--- src/rtl/flag_unit_if.sv ---
// Branch-condition interface between the ALU/issue side and the flag unit.
// master: ALU/issue side driving results and control strobes.
// slave : flag unit returning live flags, busy and error status.
interface flag_unit_if #(
  parameter int DATA_W = 32
);
  logic [DATA_W-1:0] alu_result;
  logic              alu_carry;
  logic              alu_valid;
  logic              flag_we;
  logic              op_start;
  logic              flag_save;
  logic              flag_restore;
  logic              signBit;
  logic              zeroBit;
  logic              carryBit;
  logic              flags_busy;
  logic              flag_err;

  modport master (
    output alu_result, alu_carry, alu_valid, flag_we, op_start,
           flag_save, flag_restore,
    input  signBit, zeroBit, carryBit, flags_busy, flag_err
  );

  modport slave (
    input  alu_result, alu_carry, alu_valid, flag_we, op_start,
           flag_save, flag_restore,
    output signBit, zeroBit, carryBit, flags_busy, flag_err
  );
endinterface

--- src/rtl/flag_unit.sv ---
// flag_unit: architectural sign/zero/carry flags with a one-level shadow
// copy and a busy indication while a multi-cycle flag-setting op is pending.
// Optional feature macro FLAG_BYPASS_EN: forwards freshly computed flags to
// the outputs in the capture cycle and drops flags_busy as soon as the
// pending result arrives. Without it, outputs come from registers only and
// flags_busy also covers every capture cycle.
module flag_unit #(
  parameter int DATA_W = 32
) (
  input  logic        clk,
  input  logic        rst,
  flag_unit_if.slave  bus
);

  typedef enum logic [0:0] {
    IDLE    = 1'b0,
    PENDING = 1'b1
  } state_t;

  state_t     state_r;
  logic       err_r;
  logic [2:0] live_r;       // {sign, zero, carry}
  logic [2:0] shadow_r;     // {sign, zero, carry}
  logic [2:0] new_flags_s;
  logic       capture_s;

  // Flags derived from an ALU result: {sign, zero, carry}.
  function automatic logic [2:0] compute_flags(input logic [DATA_W-1:0] res,
                                               input logic              carry);
    compute_flags = {res[DATA_W-1], (res == {DATA_W{1'b0}}), carry};
  endfunction

  // Decide whether this cycle writes the live flags from the ALU.
  always_comb begin
    new_flags_s = compute_flags(bus.alu_result, bus.alu_carry);
    capture_s   = 1'b0;
    case (state_r)
      IDLE:    capture_s = bus.alu_valid & bus.flag_we;
      PENDING: capture_s = bus.alu_valid;   // pending op always sets flags
      default: capture_s = 1'b0;
    endcase
  end

  // Control FSM: tracks an outstanding multi-cycle op and sticky error.
  always_ff @(posedge clk or posedge rst) begin
    if (rst) begin
      state_r <= IDLE;
      err_r   <= 1'b0;
    end else begin
      case (state_r)
        IDLE: begin
          if (bus.op_start) begin
            state_r <= PENDING;
          end else begin
            state_r <= IDLE;
          end
        end
        PENDING: begin
          // A second launch is a protocol error; the original op is kept.
          if (bus.op_start) begin
            err_r <= 1'b1;
          end else begin
            err_r <= err_r;
          end
          if (bus.alu_valid) begin
            state_r <= IDLE;
          end else begin
            state_r <= PENDING;
          end
        end
        default: begin
          state_r <= IDLE;
        end
      endcase
    end
  end

  // Live and shadow flag registers; capture takes priority over restore,
  // and save always samples the pre-edge live value (so save+restore swaps).
  always_ff @(posedge clk or posedge rst) begin
    if (rst) begin
      live_r   <= 3'b000;
      shadow_r <= 3'b000;
    end else begin
      if (capture_s) begin
        live_r <= new_flags_s;
      end else if (bus.flag_restore) begin
        live_r <= shadow_r;
      end else begin
        live_r <= live_r;
      end
      if (bus.flag_save) begin
        shadow_r <= live_r;
      end else begin
        shadow_r <= shadow_r;
      end
    end
  end

  // Output drive: flags, busy and error toward jump control.
  always_comb begin
    bus.flag_err = err_r;
`ifdef FLAG_BYPASS_EN
    if (capture_s) begin
      {bus.signBit, bus.zeroBit, bus.carryBit} = new_flags_s;
    end else begin
      {bus.signBit, bus.zeroBit, bus.carryBit} = live_r;
    end
    bus.flags_busy = (state_r == PENDING) & ~bus.alu_valid;
`else
    {bus.signBit, bus.zeroBit, bus.carryBit} = live_r;
    // Flags written this cycle are not visible until the next one.
    bus.flags_busy = (state_r == PENDING) | capture_s;
`endif
  end

endmodule

--- src/flat_wrapper.sv ---
// flat-port wrapper written by rule: the top's interface ports become plain ports
module flag_unit_flat 
#(
  parameter int DATA_W = 32
)
  (clk, rst, bus_alu_result, bus_alu_carry, bus_alu_valid, bus_flag_we, bus_op_start, bus_flag_save, bus_flag_restore, bus_signBit, bus_zeroBit, bus_carryBit, bus_flags_busy, bus_flag_err);
  flag_unit_if #(.DATA_W(DATA_W)) bus_i ();
  input  logic clk;
  input  logic rst;
  input wire logic [$bits(bus_i.alu_result)-1:0] bus_alu_result;
  input wire logic [$bits(bus_i.alu_carry)-1:0] bus_alu_carry;
  input wire logic [$bits(bus_i.alu_valid)-1:0] bus_alu_valid;
  input wire logic [$bits(bus_i.flag_we)-1:0] bus_flag_we;
  input wire logic [$bits(bus_i.op_start)-1:0] bus_op_start;
  input wire logic [$bits(bus_i.flag_save)-1:0] bus_flag_save;
  input wire logic [$bits(bus_i.flag_restore)-1:0] bus_flag_restore;
  output wire logic [$bits(bus_i.signBit)-1:0] bus_signBit;
  output wire logic [$bits(bus_i.zeroBit)-1:0] bus_zeroBit;
  output wire logic [$bits(bus_i.carryBit)-1:0] bus_carryBit;
  output wire logic [$bits(bus_i.flags_busy)-1:0] bus_flags_busy;
  output wire logic [$bits(bus_i.flag_err)-1:0] bus_flag_err;
  assign bus_i.alu_result = bus_alu_result;
  assign bus_i.alu_carry = bus_alu_carry;
  assign bus_i.alu_valid = bus_alu_valid;
  assign bus_i.flag_we = bus_flag_we;
  assign bus_i.op_start = bus_op_start;
  assign bus_i.flag_save = bus_flag_save;
  assign bus_i.flag_restore = bus_flag_restore;
  assign bus_signBit = bus_i.signBit;
  assign bus_zeroBit = bus_i.zeroBit;
  assign bus_carryBit = bus_i.carryBit;
  assign bus_flags_busy = bus_i.flags_busy;
  assign bus_flag_err = bus_i.flag_err;
  flag_unit #(.DATA_W(DATA_W)) u_core (.clk(clk), .rst(rst), .bus(bus_i));
endmodule
--- config.mk ---
export PLATFORM = sky130hd
export DESIGN_NAME = flag_unit_flat
export DESIGN_NICKNAME = d
export VERILOG_FILES = /design/src/rtl/flag_unit_if.sv /design/src/rtl/flag_unit.sv /design/src/flat_wrapper.sv
export SDC_FILE = /design/constraint.sdc
export NUM_CORES = 1
export LEC_CHECK = 0
export CORE_MARGIN = 2
export CORE_UTILIZATION = 29
export CTS_CLUSTER_DIAMETER = 30
export DETAILED_ROUTE_END_ITERATION = 16
export MAX_ROUTING_LAYER = met4
export PLACE_DENSITY_LB_ADDON = 0.25
export SETUP_SLACK_MARGIN = 0.4
export SLEW_MARGIN = 20
export SYNTH_ARGS = -nofsm -noshare
export SYNTH_HDL_FRONTEND = slang
export SYNTH_SLANG_ARGS = --single-unit
--- constraint.sdc ---
create_clock -name clk -period 1.6 [get_ports clk]
set_input_delay 0.16 -clock clk [delete_from_list [all_inputs] [get_ports clk]]
set_output_delay 0.16 -clock clk [all_outputs]
set_load 0.05 [all_outputs]
Word level (Yosys, flattened, before mapping)
Index checks and enable logic that the tools add are counted.

word-level totals
  bits of input ports = 40
  bits in registers = 8
  logic and storage cells = 16
  output and inout bits = 5

cells by class
  mux-type cells = 6
  reduce and logical (&&, ||, !) cells = 3
  bitwise operators = 3

operators with widths
  cell                                count
  zero test 32 bit                    1
  two-way mux 3 bit                   2
  one-hot mux 1 bit (2 select lines)  2
  two-way mux 1 bit                   2
  AND reduction 2 bit                 1
  nonzero test 2 bit                  1
  AND 1 bit                           1
  inverter 1 bit                      1
  bitwise OR 1 bit                    1

Logic depth before layout (Yosys ltp)
  depth after elaboration = 3
  mapped depth = 3

Worst setup path before layout
OpenSTA, ideal clock, no wires.

  path type = reg-to-reg
  start = reg, netlist name u_core.live_r[1]
  end = reg u_core.live_r[1]
  stages on the path, launching flop included = 4
  arrival = 1000 ps
  path buffers = 0
  path slack = 470 ps
  cell sequence = dfrtp_1 -> mux2_2 -> nand2_1 -> o31ai_2

RTL lines
  what                    RTL line         text
  end signal: assignment  flag_unit.sv:86  live_r <= new_flags_s;
  end signal: assignment  flag_unit.sv:88  live_r <= shadow_r;
  end signal: assignment  flag_unit.sv:90  live_r <= live_r;
  end: declaration        flag_unit.sv:22  logic [2:0] live_r;

Worst setup path after layout
  start = reg u_core.state_r
  end = out bus_flags_busy

on the way
  word-level cells in the longest chain between the ends = 3

ends and longest elaborated chain
  what                                RTL line            text
  start: declaration                  flag_unit.sv:20     state_t state_r;
  start signal: assignment            flag_unit.sv:47     state_r <= IDLE;
  start signal: assignment            flag_unit.sv:53     state_r <= PENDING;
  start signal: assignment            flag_unit.sv:55     state_r <= IDLE;
  inverter 1 bit                      flag_unit.sv:37     case (state_r)
  one-hot mux 1 bit (2 select lines)  flag_unit.sv:37
  bitwise OR 1 bit *                  flag_unit.sv:113    bus.flags_busy = (state_r == PENDING) | capture_s;
  end: declaration                    flat_wrapper.sv:20  output wire logic [$bits(bus_i.flags_busy)-1:0] bus_flags_busy;

Every way passes the cells marked *; elsewhere a longest branch is shown, timed or not.

==> out/qor.csv <==
metric,value,unit
hpwl,992,um
numClockSinks,8,
ctsLongestPathBuffers,2,
final_max_slew_viol_count,0,
cts_made_buffers,3,
clk_pin_slew,0.05,ns
place_congestion,0.738,
groute.usage.overall,0.144,
antenna_found_initial,0,
switching_power,171,uW
io_buffers,44,
avgViaCountPerCell,4.96,
drcViolationCount,0,
endpoint_kind,output port,
yosysTopAreaCell,dfrtp_1,
num_rows,13,
fin_crit_sh,0.737,
grt_pass1_vias,509,
ir_drop,0.000268,V
area_growth,114,%
cts_resized,0,
core-area,1330,sq um
maxSlewHeadroom,0.809,
crit_fanout,5,
rr_worst_depth,3,
synthTopCellsByArea,"dfrtp_1 47%, nor4_2 12%, mux2_2 11%",
p_comb_frac,0.369,
grt_overflow_total,0,
fmax,848,MHz
yosysSeqAreaShare,0.473,
status,"finished, final reports clean",
min_period,1.18,ns
tightest_slew,0.286,ns
synth_cells,36,
routed_wl,1.05,mm
ant_nets,0,
synth_top_area_frac,0.473,
critPathArrivalTime,1.02,ns
setup_viol,0,
hold_ws,0.146,ns
cts_setup_buffers,0,
cts_hold_repair.buffers,0,
hp-class,in2async,
final_cell_mix,"39 x clkdlybuf4s50_1, 7 x dfrtp_1",
drive_above_1_share,0.229,
die_area,1780,sq um
cts_tree,yes,
intPower,450,uW
drt_iter0_markers,4,
syn_area,423,sq um
finClkSkew,0.00319,ns
yosys_warnings,0,
grt_pass1_wl,1.94,mm
cp-start-kind,register,
wl_met3,125,um
power_frac_clock,0.234,
rsz0062_at_grt,yes,
swShare,0.275,
required,1.44,ns
insertion_delay,0.25,ns
clockRootBuffer,clkbuf_4,
fin_area,906,sq um
postPlaceCellArea,882,sq um
drtPass1Iterations,2,
die_x,42.2,um
top_layer,met4,
p_total,621,uW
drv_cap,0,
die_h,42.2,um
seqPwrFrac,0.397,
nets,125,
start_util,0.317,
wl_per_cell,10.7,um
final_common_cell,clkdlybuf4s50_1,
finalHoldViolCount,0,
ys_ff_latch,8,
cts_max_level,1,
vias,486,
io_pins,45,
grt_start_max_net_pins,9,
post_synth.cell_area_avg,11.7,sq um
ys_types,13,
leakagePower,0.352,nW
tns,0,ns
antenna_cells,0,
routed-wl-met2,478,um
syn-num-nets,76,
wl_met1,423,um
critPathKind,reg2out,
powerDensity,685,nW/um^2
metal layers:
layer / GRT usage / vias to the layer above
li1: - / 236
met4: 0.0938 / 0
met1: 0.180 / 207
met5: - / -
met3: 0.0302 / 4
met2: 0.209 / 39
final cells by class:
class | count | area, sq um
well taps | 15 | 18.8
inverters | 1 | 3.75
repair buffers | 44 | 440
fillers | 121 | 428
clock buffers | 3 | 22.5
flip-flops and latches | 8 | 201
multi-input cells | 27 | 219
logic make-up (layout without fill, tap and decap cells):
kind of cell	after synthesis	in the layout	share of synthesized area
compound gates	7	7	0.121
simple gates	14	14	0.243
flops	8	8	0.473
buf+inv	1	48	0.00887
mux	6	6	0.154
worst max-delay path, cell delays in order, from the launching register on:
cell and delay [ns]:
dfrtp_2 0.43, a21o_1 0.19, buf_12 0.15
Yosys cell counts:
cell type	number
nor4_2	4
mux2_2	4
nor4_1	4
o31ai_2	1
nor2_1	3
inv_1	1
a21o_1	2
nand2_1	1
mux2i_1	2
o21ai_2	1
dfrtp_1	8
a21oi_1	3
nand4_1	2
state kept, by name, indices dropped and copies added (netlist names):
| signal | cells |
|---|---|
| u_core.state_r | 1 |
| u_core.bus.flag_err | 1 |
| u_core.shadow_r | 3 |
| u_core.live_r | 3 |
power by group through the flow:
stage / Sequential, mW / Clock [mW] / Combinational (mW)
2_1_floorplan: 0.280 / 0 / 0.0559
3_3_place_gp: 0.249 / 0 / 0.229
3_5_place_dp: 0.250 / 0 / 0.232
4_1_cts: 0.247 / 0.153 / 0.232
5_1_grt: 0.251 / 0.167 / 0.245
6_report: 0.247 / 0.145 / 0.229
metrics by stage:
step | utilization | std cells | setup WS (ns)
finish | 0.679 | 98 | 0.420
global route | 0.679 | 98 | 0.380
CTS | 0.678 | 98 | 0.404
detailed placement | 0.661 | 95 | 0.251
global placement | 0.661 | 95 | 0.281
floorplan | - | 36 | 0.470
worst paths after layout:
check,slack [ns],from,end
setup reg to reg,0.63,u_core.state_r$_DFF_PP0_,u_core.live_r[2]$_DFFE_PP0P_
max in group asynchronous,1.21,rst,u_core.state_r$_DFF_PP0_
hold reg to reg,0.46,u_core.bus.flag_err$_DFFE_PP0P_,u_core.bus.flag_err$_DFFE_PP0P_
setup / recovery,0.42,u_core.state_r$_DFF_PP0_,bus_flags_busy
min in group clk,0.46,u_core.bus.flag_err$_DFFE_PP0P_,u_core.bus.flag_err$_DFFE_PP0P_
hold / removal,0.15,rst,u_core.live_r[0]$_DFFE_PP0P_
Note: power is estimated with default switching activity, not from simulation.
